### src/rtl/cordic_pkg.sv
// Shared definitions for the CORDIC engine: FSM state codes, mode encoding, angle constants.
// Latency: n/a (constants and a pure rounding helper).
// Backpressure: n/a.
package cordic_pkg;

    // FSM state codes, kept as plain constants so legacy code can compare against them
    typedef logic [1:0] state_t;
    localparam state_t ST_IDLE   = 2'd0;
    localparam state_t ST_ROTATE = 2'd1;
    localparam state_t ST_DONE   = 2'd2;

    // Operating mode
    localparam logic MODE_ROT = 1'b0;   // drive z to zero
    localparam logic MODE_VEC = 1'b1;   // drive y to zero

    // Q2.14 reference constants (default width)
    localparam logic signed [15:0] HALF_PI_Q14 = 16'sd25736;  // pi/2
    localparam logic signed [15:0] KINV_Q14    = 16'sd9949;   // 1/K = 0.60725

    // High-precision pi/2 in Q2.30, rounded per build width with q30_round()
    localparam logic [31:0] HALF_PI_Q30 = 32'd1686629713;

    // Round a non-negative Q2.30 value to 'frac' fractional bits (frac <= 30).
    // Inputs are truncated Q2.30 constants, so a single round-half-up here
    // gives the same result as rounding the exact value.
    function automatic logic [31:0] q30_round(input logic [31:0] v, input int frac);
        logic [32:0] sum;
        if (frac >= 30) begin
            return v;
        end
        sum = {1'b0, v} + (33'd1 << (29 - frac));
        return 32'(sum >> (30 - frac));
    endfunction

endpackage

### src/rtl/cordic_atan_rom.sv
// Arctangent table: atan(2^-index) rounded to nearest in Q2.(WIDTH-2).
// Latency: combinational.
// Backpressure: n/a.
// Ports: index (iteration number, 0..ITER), angle (signed Q2.(WIDTH-2), 0 past the table).
module cordic_atan_rom
    import cordic_pkg::*;
#(
    parameter int WIDTH = 16,
    parameter int ITER  = 14
) (
    input  logic [$clog2(ITER+1)-1:0] index,
    output logic signed [WIDTH-1:0]   angle
);

    logic [31:0] raw;

    // Truncated Q2.30 values; for i >= 10 atan(2^-i) sits just below 2^-i.
    always_comb begin
        raw = 32'd0;
        case (int'(index))
            0:  raw = 32'h3243F6A8;
            1:  raw = 32'h1DAC6705;
            2:  raw = 32'h0FADBAFC;
            3:  raw = 32'h07F56EA6;
            4:  raw = 32'h03FEAB76;
            5:  raw = 32'h01FFD55B;
            6:  raw = 32'h00FFFAAA;
            7:  raw = 32'h007FFF55;
            8:  raw = 32'h003FFFEA;
            9:  raw = 32'h001FFFFD;
            10: raw = 32'h000FFFFF;
            11: raw = 32'h0007FFFF;
            12: raw = 32'h0003FFFF;
            13: raw = 32'h0001FFFF;
            14: raw = 32'h0000FFFF;
            15: raw = 32'h00007FFF;
            16: raw = 32'h00003FFF;
            17: raw = 32'h00001FFF;
            18: raw = 32'h00000FFF;
            19: raw = 32'h000007FF;
            20: raw = 32'h000003FF;
            21: raw = 32'h000001FF;
            22: raw = 32'h000000FF;
            23: raw = 32'h0000007F;
            24: raw = 32'h0000003F;
            25: raw = 32'h0000001F;
            26: raw = 32'h0000000F;
            27: raw = 32'h00000007;
            28: raw = 32'h00000003;
            29: raw = 32'h00000001;
            default: raw = 32'd0;
        endcase
        angle = WIDTH'(q30_round(raw, WIDTH - 2));
    end

endmodule

### src/rtl/cordic_engine.sv
// Iterative CORDIC engine (rotation / vectoring), no gain compensation, saturated outputs.
// Latency: start accepted at edge N -> done high in the cycle after edge N+ITER+1.
// Backpressure: none; start is ignored while busy (ROTATE/DONE), outputs held until overwritten.
// Ports: clock, reset (sync, active-high), start, mode (0 rot / 1 vec), x_in/y_in/z_in,
//        busy, done (1-cycle pulse), x_out/y_out/z_out (registered).
// Option: define CORDIC_QUADRANT_EXT_EN for a +/-pi/2 pre-rotation at load (full input range).
module cordic_engine
    import cordic_pkg::*;
#(
    parameter int WIDTH = 16,
    parameter int ITER  = 14
) (
    input  logic                    clock,
    input  logic                    reset,
    input  logic                    start,
    input  logic                    mode,
    input  logic signed [WIDTH-1:0] x_in,
    input  logic signed [WIDTH-1:0] y_in,
    input  logic signed [WIDTH-1:0] z_in,
    output logic                    busy,
    output logic                    done,
    output logic signed [WIDTH-1:0] x_out,
    output logic signed [WIDTH-1:0] y_out,
    output logic signed [WIDTH-1:0] z_out
);

    localparam int IW = $clog2(ITER + 1);
    localparam int XW = WIDTH + 2;   // two guard bits absorb gain K and the sqrt(2) corner

    state_t                 state;
    logic [IW-1:0]          i;
    logic                   mode_r;
    logic signed [XW-1:0]   x, y, z;
    logic signed [XW-1:0]   x_ld, y_ld, z_ld;
    logic signed [XW-1:0]   x_nx, y_nx, z_nx;
    logic signed [WIDTH-1:0] atan_i;
    logic                   d_pos;

    cordic_atan_rom #(.WIDTH(WIDTH), .ITER(ITER)) u_rom (
        .index (i),
        .angle (atan_i)
    );

    // Operand load, optionally folded into the +/-pi/2 half plane the iterations can reach
`ifdef CORDIC_QUADRANT_EXT_EN
    localparam logic signed [XW-1:0] HALF_PI = XW'(q30_round(HALF_PI_Q30, WIDTH - 2));
`endif
    always_comb begin
        x_ld = XW'(x_in);
        y_ld = XW'(y_in);
        z_ld = XW'(z_in);
`ifdef CORDIC_QUADRANT_EXT_EN
        if (mode == MODE_ROT) begin
            if (XW'(z_in) > HALF_PI) begin
                x_ld = -XW'(y_in);
                y_ld = XW'(x_in);
                z_ld = XW'(z_in) - HALF_PI;
            end else if (XW'(z_in) < -HALF_PI) begin
                x_ld = XW'(y_in);
                y_ld = -XW'(x_in);
                z_ld = XW'(z_in) + HALF_PI;
            end
        end else if (x_in < 0) begin
            // Turn the vector back towards +x and account for it in the angle accumulator
            if (y_in >= 0) begin
                x_ld = XW'(y_in);
                y_ld = -XW'(x_in);
                z_ld = XW'(z_in) + HALF_PI;
            end else begin
                x_ld = -XW'(y_in);
                y_ld = XW'(x_in);
                z_ld = XW'(z_in) - HALF_PI;
            end
        end
`endif
    end

    // One micro-rotation; d_pos means d = +1 (zero counts as positive)
    always_comb begin
        d_pos = (mode_r == MODE_ROT) ? ~z[XW-1] : y[XW-1];
        x_nx  = d_pos ? x - (y >>> i) : x + (y >>> i);
        y_nx  = d_pos ? y + (x >>> i) : y - (x >>> i);
        z_nx  = d_pos ? z - XW'(atan_i) : z + XW'(atan_i);
    end

    function automatic logic signed [WIDTH-1:0] sat(input logic signed [XW-1:0] v);
        if (&v[XW-1:WIDTH-1] || ~|v[XW-1:WIDTH-1]) begin
            return v[WIDTH-1:0];
        end
        return v[XW-1] ? {1'b1, {(WIDTH-1){1'b0}}} : {1'b0, {(WIDTH-1){1'b1}}};
    endfunction

    // ROTATE runs ITER iterations (i = 0..ITER-1) and spends the i == ITER cycle
    // registering the saturated results before DONE.
    always_ff @(posedge clock) begin
        if (reset) begin
            state  <= ST_IDLE;
            i      <= '0;
            mode_r <= MODE_ROT;
            x      <= '0;
            y      <= '0;
            z      <= '0;
            x_out  <= '0;
            y_out  <= '0;
            z_out  <= '0;
        end else begin
            case (state)
                ST_IDLE: begin
                    if (start) begin
                        x      <= x_ld;
                        y      <= y_ld;
                        z      <= z_ld;
                        mode_r <= mode;
                        i      <= '0;
                        state  <= ST_ROTATE;
                    end
                end
                ST_ROTATE: begin
                    if (i == IW'(ITER)) begin
                        x_out <= sat(x);
                        y_out <= sat(y);
                        z_out <= sat(z);
                        state <= ST_DONE;
                    end else begin
                        x <= x_nx;
                        y <= y_nx;
                        z <= z_nx;
                        i <= i + IW'(1);
                    end
                end
                ST_DONE:  state <= ST_IDLE;
                default:  state <= ST_IDLE;
            endcase
        end
    end

    assign busy = (state != ST_IDLE);
    assign done = (state == ST_DONE);

endmodule
### config.mk
export PLATFORM = sky130hd
export DESIGN_NAME = cordic_engine
export DESIGN_NICKNAME = d
export VERILOG_FILES = /design/src/rtl/cordic_pkg.sv /design/src/rtl/cordic_atan_rom.sv /design/src/rtl/cordic_engine.sv
export SDC_FILE = /design/constraint.sdc
export NUM_CORES = 1
export LEC_CHECK = 0
export CAP_MARGIN = 15
export CORE_MARGIN = 4
export CORE_UTILIZATION = 40
export CTS_CLUSTER_SIZE = 28
export DETAILED_ROUTE_END_ITERATION = 8
export PLACE_DENSITY = 0.63
export RECOVER_POWER = 50
export SYNTH_ARGS = -nofsm -noshare
export SYNTH_HDL_FRONTEND = slang
export SYNTH_HIERARCHICAL = 1
export SYNTH_SLANG_ARGS = --single-unit
### constraint.sdc
create_clock -name clock -period 4.5 [get_ports clock]
set_input_delay 0.45 -clock clock [delete_from_list [all_inputs] [get_ports clock]]
set_output_delay 0.45 -clock clock [all_outputs]
set_load 0.005 [all_outputs]
==> results of run 1 <==
==> path summary, 6_finish.rpt <==
path | endpoint | slack (ns) | depth (start not counted)
max | z[16] | -0.07 | 23
min reg2reg | x_out[12] | 0.45 | 2
max reg2reg | z[16] | -0.07 | 23
min | x_out[12] | 0.45 | 2
==> cells in the final DEF, fill, tap and decap left out, types with 9 or more instances in the layout <==
cell type        instances
a31oi_1                 13
nor3_1                  35
o211ai_1                13
a21o_1                  18
inv_1                   25
nor2_1                 119
a211oi_1                18
a311oi_1                21
nand2b_1                 9
clkdlybuf4s50_1        100
a21oi_1                134
o21ai_0                 65
xnor2_1                 43
buf_4                  199
mux2i_1                 24
ha_1                    55
mux2_2                  12
o21a_1                  10
dfxtp_1                106
nand2_1                160
nand3_1                 11
nor2b_1                 10
a21oi_2                 12
mux4_2                  33
o21ai_1                 21
and3_1                  11
xor2_1                  42
buf_12                   9
clkbuf_16                9
==> sequential cells by signal, summed over array words and instances (netlist names) <==
| signal | flops |
|---|---|
| x | 18 |
| y | 18 |
| z | 18 |
| x_out | 16 |
| y_out | 16 |
| z_out | 16 |
| i | 4 |
| state | 2 |
| mode_r | 1 |
==> area by class of cell <==
type | count | share of cell area, %
Multi-Input combinational cell | 1068 | 57.93
Timing Repair Buffer | 318 | 20.35
Sequential cell | 109 | 15.87
Tap cell | 330 | 2.988
Clock buffer | 9 | 1.630
Inverter | 32 | 0.8874
Clock inverter | 6 | 0.3350
==> per-stage QoR <==
| step | utilization, % | setup WS, ns | std cells |
|---|---|---|---|
| after global routing | 55.19 | -0.2988 | 1872 |
| final | 55.19 | -0.07133 | 1872 |
| after global placement | 50.72 | -0.1721 | 1825 |
| after floorplan | - | -0.04335 | 1301 |
| after CTS | 53.41 | -0.01614 | 1859 |
| after detailed placement | 50.72 | -0.3289 | 1825 |
==> worst max-delay path, stage by stage, from the launching register on <==
cell,delay (ns)
dfxtp_4,0.37
buf_8,0.14
buf_6,0.12
mux2_4,0.26
a22o_4,0.28
inv_4,0.07
ha_4,0.15
xor2_2,0.16
nor2_1,0.06
a21oi_1,0.14
o22ai_2,0.09
or4_4,0.55
nor2_2,0.10
nand2_1,0.07
nand2_1,0.08
xor2_1,0.16
ha_1,0.29
or3_4,0.41
o21ai_4,0.08
a211oi_2,0.06
o21ai_1,0.18
mux2_4,0.33
a2111oi_4,0.18
nor3_1,0.08
==> cells in the mapped netlist (all sizes together) (21+ instances only) <==
cell | count | share of area, %
buf | 30 | 1.9
a211oi | 22 | 1.6
xor2 | 43 | 3.7
mux2 | 24 | 2.7
dfxtp | 109 | 22
mux2i | 29 | 2.9
o21ai | 97 | 4.8
a21oi | 148 | 7.3
ha | 61 | 7.5
inv | 30 | 1.1
nor3 | 36 | 1.8
xnor2 | 47 | 4.1
mux4 | 34 | 7.6
a311oi | 21 | 1.8
nor2 | 123 | 4.6
clkbuf | 62 | 2.3
nand2 | 162 | 6.0
==> per-layer routing <==
metal	track usage [%]	part of all wire (%)	wire, um	vias to the layer above
li1	-	-	-	5196
met1	31.31	44	15300	5135
met2	40.84	48	16770	296
met3	2.880	4.7	1614	68
met4	7.410	2.9	1000	0
met5	0	0	0	-
==> cells by family after synthesis <==
group / Yosys count
AO/OA/AOI/OAI: 403
XOR/XNOR: 90
adder cells (fa/ha/maj): 64
buffers and inverters: 124
flip-flops: 109
multiplexers: 87
other: 1
AND/OR/NAND/NOR: 422
==> what timing repair did <==
action                     4_1_cts  5_1_grt
setup buffers                   18       14
setup endpoints to repair       20       25
cloned                           1        0
pin swaps                       20       55
gates resized for setup         56       88
==> where the power goes <==
group / leakage [nW] / switching [mW] / internal, mW
combinational: 4.65 / 1.65 / 1.67
clock: 0.137 / 0.410 / 0.379
sequential: 0.894 / 0.129 / 1.04
==> summary.txt, run 1 <==
Fmax: 0.2188 GHz
# fillers: 2352
Distinct cells, synth: 83
IO Count: 102
Pwr dens: 382.0 nW/um^2
First-pass DRT Iterations: 5
Cells after Synth: 1300
CP Capture Type: flip-flop
Row Count: 58
Post-DP Area: 12700 sq um
Vias: 10700
Core box area: 25040 sq um
CP startpoint: i[1]
Crit Path Max Fanout: 8
Arr. time, crit path: 4.78 ns
Die X: 167.2 um
Relative slew slack: 42.74%
Number of enable flip-flop cells after synthesis: 0
WL final: 34680 um
Worst endpoint required time: 4.71 ns
Post-synthesis mux area share: 13.26%
Die height: 167.2 um
Worst setup margin: -0.07133 ns
GRT Overall Usage: 23.76%
Post-Synth Adder-Cell Area: 8.118%
Cell Area, Synth: 10140 sq um
Max-cap violations: 0
DRT iter0 DRCs: 668
Syn avg cell area: 7.801 sq um
Slew Viols, Final: 0
TritonCTS clock tree: yes
# diodes: 0
First-pass GRT wire length: 54490 um
Setup repair after global routing missed its margin: yes
Worst hold-check path type: reg2reg
Antenna Nets Post-Route: 0
Failing checks: negative setup slack
Largest family of logic cells by synthesized area: compound AO/OA/AOI/OAI gates
Yosys warnings: 6
Clock Path Buffers: 2
DIE AREA: 27960 sq um
Multi-input gate area: 8005 sq um
Wire per inst: 18.52 um
Pin count of the biggest net entering global routing: 74
Crit share post-route: 101.6%
Fraction of layout cells with a size suffix above 1: 26.01%
Initial core utilization: 40.50%
Max IR drop VDD: 0.0001688 V
Later-pin clock latency in the skew report: 0.37 ns
Worst hold margin: 0.4512 ns
Clk_skew: 0.01527 ns
Area grow syn2layout: 36.26%
Hold_buf cts: 0
Clock buffers created by TritonCTS: 9
Total gr overflow: 0
R2r startpoint: i[1]
Routability cong.: 0.9465
Seq/Total Area, Yosys: 21.52%
Fraction of registers with async set/reset: 0%
Clock root buffer: clkbuf_16
Leakage: 5.685 nW
Number of H-tree levels: 3
Critical path launch point type: flip-flop
Main synth FF type: dfxtp_1
FF/Latch Area: 2193 sq um
Detailed Place HPWL: 25430 um
Clk slew on worst S/H paths: 0.08 ns
Vias in the first global route: 10250
HP Start: x_out[12]
Final Hold Vio Count: 0
Post-Synth Simple-Gate Area: 18.91%
Final Critical Period: 4.571 ns
Setup TNS: -0.1453 ns
Actual slew at the worst max-slew pin: 0.8589 ns
Final setup violation count: 5
Post-layout nets: 1654
Design Power: 5.278 mW
Status: finished, violations left
Initial antenna violation count: 0
IO buf count: 101
Compound-Gate Fraction of Synth Area: 24.96%
Synth Register Bits: 109
Xor/xnor share of the synthesized area: 7.773%
DRC: 0
Design area: 13820 sq um
WS Path Type: reg2reg
Vias per cell: 5.713
Clk sinks: 109
Note: power is estimated with default switching activity, not from simulation.
==> inputs of run 2 (changes only) <==
PLACE_DENSITY = unset   (was 0.63)
==> summary.txt, run 2 (same netlist as run 1, synthesis figures left out) <==
Status: finished, violations left
Failing checks: max-capacitance violations, max-slew violations, negative setup slack
Crit share post-route: 100.5%
DRT iter0 DRCs: 691
Vias: 10600
Actual slew at the worst max-slew pin: 2.139 ns
CP startpoint: i[1]
FF/Latch Area: 2193 sq um
Commonest non-fill, non-tap cell in the layout: buf_4
Top flop regs: x: 18 flops, y: 18 flops, z: 18 flops
Max-cap violations: 1
WL final: 34140 um
Max IR drop VDD: 0.0002254 V
Slew Viols, Final: 36
# diodes: 0
Wire per inst: 18.34 um
CP Capture Type: flip-flop
Most frequent cells in the layout: buf_4 (195), nand2_1 (159), a21oi_1 (134), nor2_1 (119), dfxtp_1 (106)
Crit-path most repeated cell: and2_4
CP max stage cell: mux4_2
HP Start: x_out[1]
Number of H-tree levels: 3
Total gr overflow: 0
Crit-path max cell delay: 0.50 ns
FF-to-FF path depth: 18
Worst hold-check path type: reg2reg
IO buf count: 101
Multi-input gate area: 7944 sq um
First-pass GRT wire length: 53650 um
Worst R2R End: x[16]
Initial antenna violation count: 0
Design Power: 5.173 mW
Die height: 167.2 um
Clk slew on worst S/H paths: 0.08 ns
Post-place setup slack: -0.2324 ns
Vias per cell: 5.690
End point of the critical path: x[16]
IO Count: 102
TritonCTS clock tree: yes
GRT Overall Usage: 23.42%
Arr. time, crit path: 4.81 ns
Critical-path cell list: buf_12 > mux2_2 > mux4_2 > mux2i_4 > and2_4 > and3_4 > and2_4 > a21oi_2 > xor2_1 > ha_1 > a2111oi_2 > o21ai_1 > a221oi_2 > o21ai_2 > a2111oi_4 > nor4b_1 > mux2_1 > a211oi_2
Crit Path Max Fanout: 12
Antenna Nets Post-Route: 0
Worst endpoint required time: 4.79 ns
Fraction of layout cells with a size suffix above 1: 25.00%
Post-layout nets: 1643
Final Critical Period: 4.525 ns
Detailed Place HPWL: 25900 um
Worst setup margin: -0.02461 ns
Cells after DPL: 1832
Later-pin clock latency in the skew report: 0.37 ns
R2r startpoint: i[1]
Clock root buffer: clkbuf_16
Fin cells: 1862
Critical path launch point type: flip-flop
Relative slew slack: -42.62%
Hold_buf cts: 0
Row Count: 58
Leakage: 5.782 nW
Pin count of the biggest net entering global routing: 55
Initial core utilization: 40.50%
Setup repair after global routing missed its margin: yes
DIE AREA: 27960 sq um
Core box area: 25040 sq um
Clk_skew: 0.01156 ns
Clk sinks: 109
Vias in the first global route: 10190
Worst reg2reg setup slack: -0.02 ns
DRC: 0
# fillers: 2410
Clock buffers created by TritonCTS: 9
Final setup violation count: 3
Area grow syn2layout: 34.28%
Fmax: 0.2210 GHz
WS Path Type: reg2reg
Routability cong.: 0.9026
Clock Path Buffers: 2
Die X: 167.2 um
Final Hold Vio Count: 0
First-pass DRT Iterations: 5
Pwr dens: 379.9 nW/um^2
==> run 2: cell type report <==
| cell class | count | share of cell area [%] |
|---|---|---|
| inverter | 32 | 0.9005 |
| clock buffer | 9 | 1.654 |
| sequential | 109 | 16.11 |
| timing repair buffer | 307 | 19.56 |
| clock inverter | 7 | 0.4043 |
| multi-input combinational | 1068 | 58.34 |
| tap | 330 | 3.032 |
==> run 2: critical path, delay by kind of cell, from the launching register on <==
family                   cells  cell delay, ns
AO/OA/AOI/OAI                7            1.46
XOR/XNOR                     1            0.14
adder cells (fa/ha/maj)      1            0.36
buffers and inverters        1            0.15
flip-flops                   1            0.37
multiplexers                 4            1.39
AND/OR/NAND/NOR              4            0.58
==> run 2: report_power, final <==
part	internal, mW	total (mW)	switching [mW]
registers	1.04	1.16	0.123
clock network	0.386	0.811	0.425
logic	1.60	3.20	1.61
==> run 2: per-layer routing <==
metal | share of wire (%) | GRT usage (%) | vias to the layer above
li1 | - | - | 5187
met1 | 45 | 31.46 | 5084
met5 | 0 | 0 | -
met3 | 4.7 | 2.786 | 48
met2 | 48 | 40.12 | 276
met4 | 2.1 | 6.175 | 0
==> run 2: how the worst min path moves through the flow <==
stage | endpoint | cells after the start
3_5_place_dp | y_out[10] | 2
2_1_floorplan | x_out[10] | 2
6_report | x_out[1] | 2
4_1_cts | y_out[10] | 2
3_3_place_gp | y_out[10] | 2
5_1_grt | x_out[10] | 2
==> run 2: what timing repair did <==
item,in CTS,in global routing
setup buffers,5,9
gates cloned,0,0
gates resized for setup,48,72
pin swaps,10,27
endpoints found under the setup margin,12,21
==> run 2: metrics by stage <==
stage	area (sq um)	hold slack, ns	util [%]	TNS (ns)
finish	13620	0.4490	54.39	-0.05214
global route	13620	0.4681	54.39	-2.242
CTS	13230	0.4548	52.83	-0.1666
detailed placement	12730	0.4437	50.83	-1.400
global placement	12730	0.4380	50.83	-0.5017
floorplan	10220	0.4483	-	-0.07872
==> inputs of run 3 (changes only) <==
MAX_ROUTING_LAYER = met4   (was unset)
==> summary.txt, run 3 (same netlist as run 1, synthesis figures left out) <==
Clock buffers created by TritonCTS: 9
Crit-path most repeated cell: a21oi_2
Post-layout nets: 1678
Slew Viols, Final: 0
Failing checks: negative setup slack
Vias per cell: 5.661
Area grow syn2layout: 36.95%
Worst hold-check path type: reg2reg
# fillers: 2377
Critical-path cell list: buf_12 > buf_16 > mux4_2 > mux2_4 > or3_1 > a211oi_2 > and2b_2 > a21oi_2 > xnor2_1 > ha_1 > a21o_1 > a21oi_2 > o31ai_4 > o31a_1 > a31oi_4 > o21ai_2 > nor3b_1 > mux2i_1 > o21ai_1
Net Sw Frac: 41.16%
Clk pwr share: 15.1%
Status: finished, violations left
Clk slew on worst S/H paths: 0.08 ns
# diodes: 0
TritonCTS clock tree: yes
CP Capture Type: flip-flop
Design Power: 5.355 mW
Vias: 10740
Hold_buf cts: 0
Relative slew slack: 44.13%
Fraction of layout cells with a size suffix above 1: 26.87%
Sequential Power Share: 21.7%
Die height: 167.2 um
Detailed Place HPWL: 25950 um
DIE AREA: 27960 sq um
Crit share post-route: 100.2%
DRT iter0 DRCs: 691
Vias in the first global route: 10270
First-pass GRT wire length: 55140 um
Fmax: 0.2218 GHz
Core box area: 25040 sq um
IO Count: 102
Arr. time, crit path: 4.75 ns
Commonest non-fill, non-tap cell in the layout: buf_4
Actual slew at the worst max-slew pin: 0.8380 ns
Initial core utilization: 40.50%
Final Hold Vio Count: 0
DRC: 0
Int Pwr: 3.151 mW
Fin util: 55.47%
Clk sinks: 109
Critical path launch point type: flip-flop
Most frequent cells in the layout: buf_4 (228), nand2_1 (157), a21oi_1 (132), nor2_1 (120), dfxtp_1 (106)
Max IR drop VDD: 0.0002245 V
CP delay by family, top: compound AO/OA/AOI/OAI gates
Routability cong.: 0.9578
Leakage: 5.974 nW
CP max stage cell: mux4_2
Worst endpoint required time: 4.74 ns
WL final: 35350 um
Max-cap violations: 0
Design area: 13890 sq um
Worst hold margin: 0.4501 ns
Clock Path Buffers: 2
Comb pwr share: 63.2%
Final setup violation count: 1
Antenna Nets Post-Route: 0
GRT Overall Usage: 24.65%
First-pass DRT Iterations: 7
Wire per inst: 18.64 um
Die X: 167.2 um
Pwr dens: 385.6 nW/um^2
Crit-path max cell delay: 0.50 ns
Crit Path Max Fanout: 9
Worst setup margin: -0.009236 ns
Initial antenna violation count: 0
Clock root buffer: clkbuf_16
IO buf count: 101
Final Critical Period: 4.509 ns
Clk_skew: 0.01090 ns
Total gr overflow: 0
WS Path Type: reg2reg
Pin count of the biggest net entering global routing: 71
Later-pin clock latency in the skew report: 0.36 ns
Critical path buffer and inverter count: 2
Psw: 2.204 mW
Number of H-tree levels: 3
Top flop regs: x: 18 flops, y: 18 flops, z: 18 flops
Row Count: 58
Setup repair after global routing missed its margin: yes
Post-DP Area: 12810 sq um
[run 3: changes by cell type in the layout (fill, tap and decap cells not counted), sizes merged]
cell / previous run / this run
buf: 206 / 239
clkbuf: 10 / 13
clkinv: 4 / 6
clkinvlp: 1 / 0
inv: 34 / 32
[run 3: layout make-up]
| class | count | area, sq um | share of cell area [%] |
|---|---|---|---|
| Multi-Input combinational cell | 1068 | 7919 | 57.02 |
| Timing Repair Buffer | 342 | 2954 | 21.27 |
| Sequential cell | 109 | 2193 | 15.79 |
| Tap cell | 330 | 412.9 | 2.973 |
| Clock buffer | 10 | 239.0 | 1.721 |
| Inverter | 32 | 125.1 | 0.9009 |
| Clock inverter | 6 | 45.04 | 0.3243 |
[run 3: routing by layer]
layer,up-vias,wire [um],track usage (%)
met5,-,0,-
met4,0,884,6.175
met3,59,1959,3.305
met2,324,17010,40.89
met1,5104,15500,32.05
li1,5252,-,-
[run 3: worst reg2reg max path: cells and delay by family (launching register included)]
family / cells / cell delay (ns)
compound gates: 9 / 1.57
xor+xnor: 1 / 0.17
fa+ha+maj: 1 / 0.26
buf+inv: 2 / 0.30
flops: 1 / 0.40
mux: 3 / 0.93
simple gates: 3 / 0.75
[run 3: worst paths after layout]
path	start	end	slack (ns)	cells after the start
setup / recovery	i[1]	y[17]	-0.009	19
hold / removal	y_out[6]	y_out[6]	0.45	2
setup reg to reg	i[1]	y[17]	-0.009	19
hold reg to reg	y_out[6]	y_out[6]	0.45	2
[run 3: timing repair]
action                     4_1_cts  5_1_grt
setup endpoints to repair       13       26
gates cloned                     0        3
setup buffers                    9       22
gates resized for setup         43       83
pin swaps                       11       56
[run 3: power groups by stage]
| stage | sequential, mW | combinational, mW | clock [mW] |
|---|---|---|---|
| global route | 1.17 | 3.68 | 0.868 |
| CTS | 1.16 | 3.04 | 0.836 |
| floorplan | 1.13 | 1.88 | 0 |
| detailed placement | 1.18 | 2.88 | 0 |
| global placement | 1.18 | 2.85 | 0 |
| finish | 1.16 | 3.38 | 0.810 |
[run 3: through the flow]
stage / std cells / setup WS [ns] / setup TNS, ns
after global routing: 1897 / -0.2177 / -2.220
final: 1897 / -0.009236 / -0.009236
after detailed placement: 1847 / -0.2195 / -1.428
after global placement: 1847 / -0.1543 / -0.5778
after floorplan: 1301 / -0.04335 / -0.07872
after CTS: 1872 / -0.04816 / -0.09623
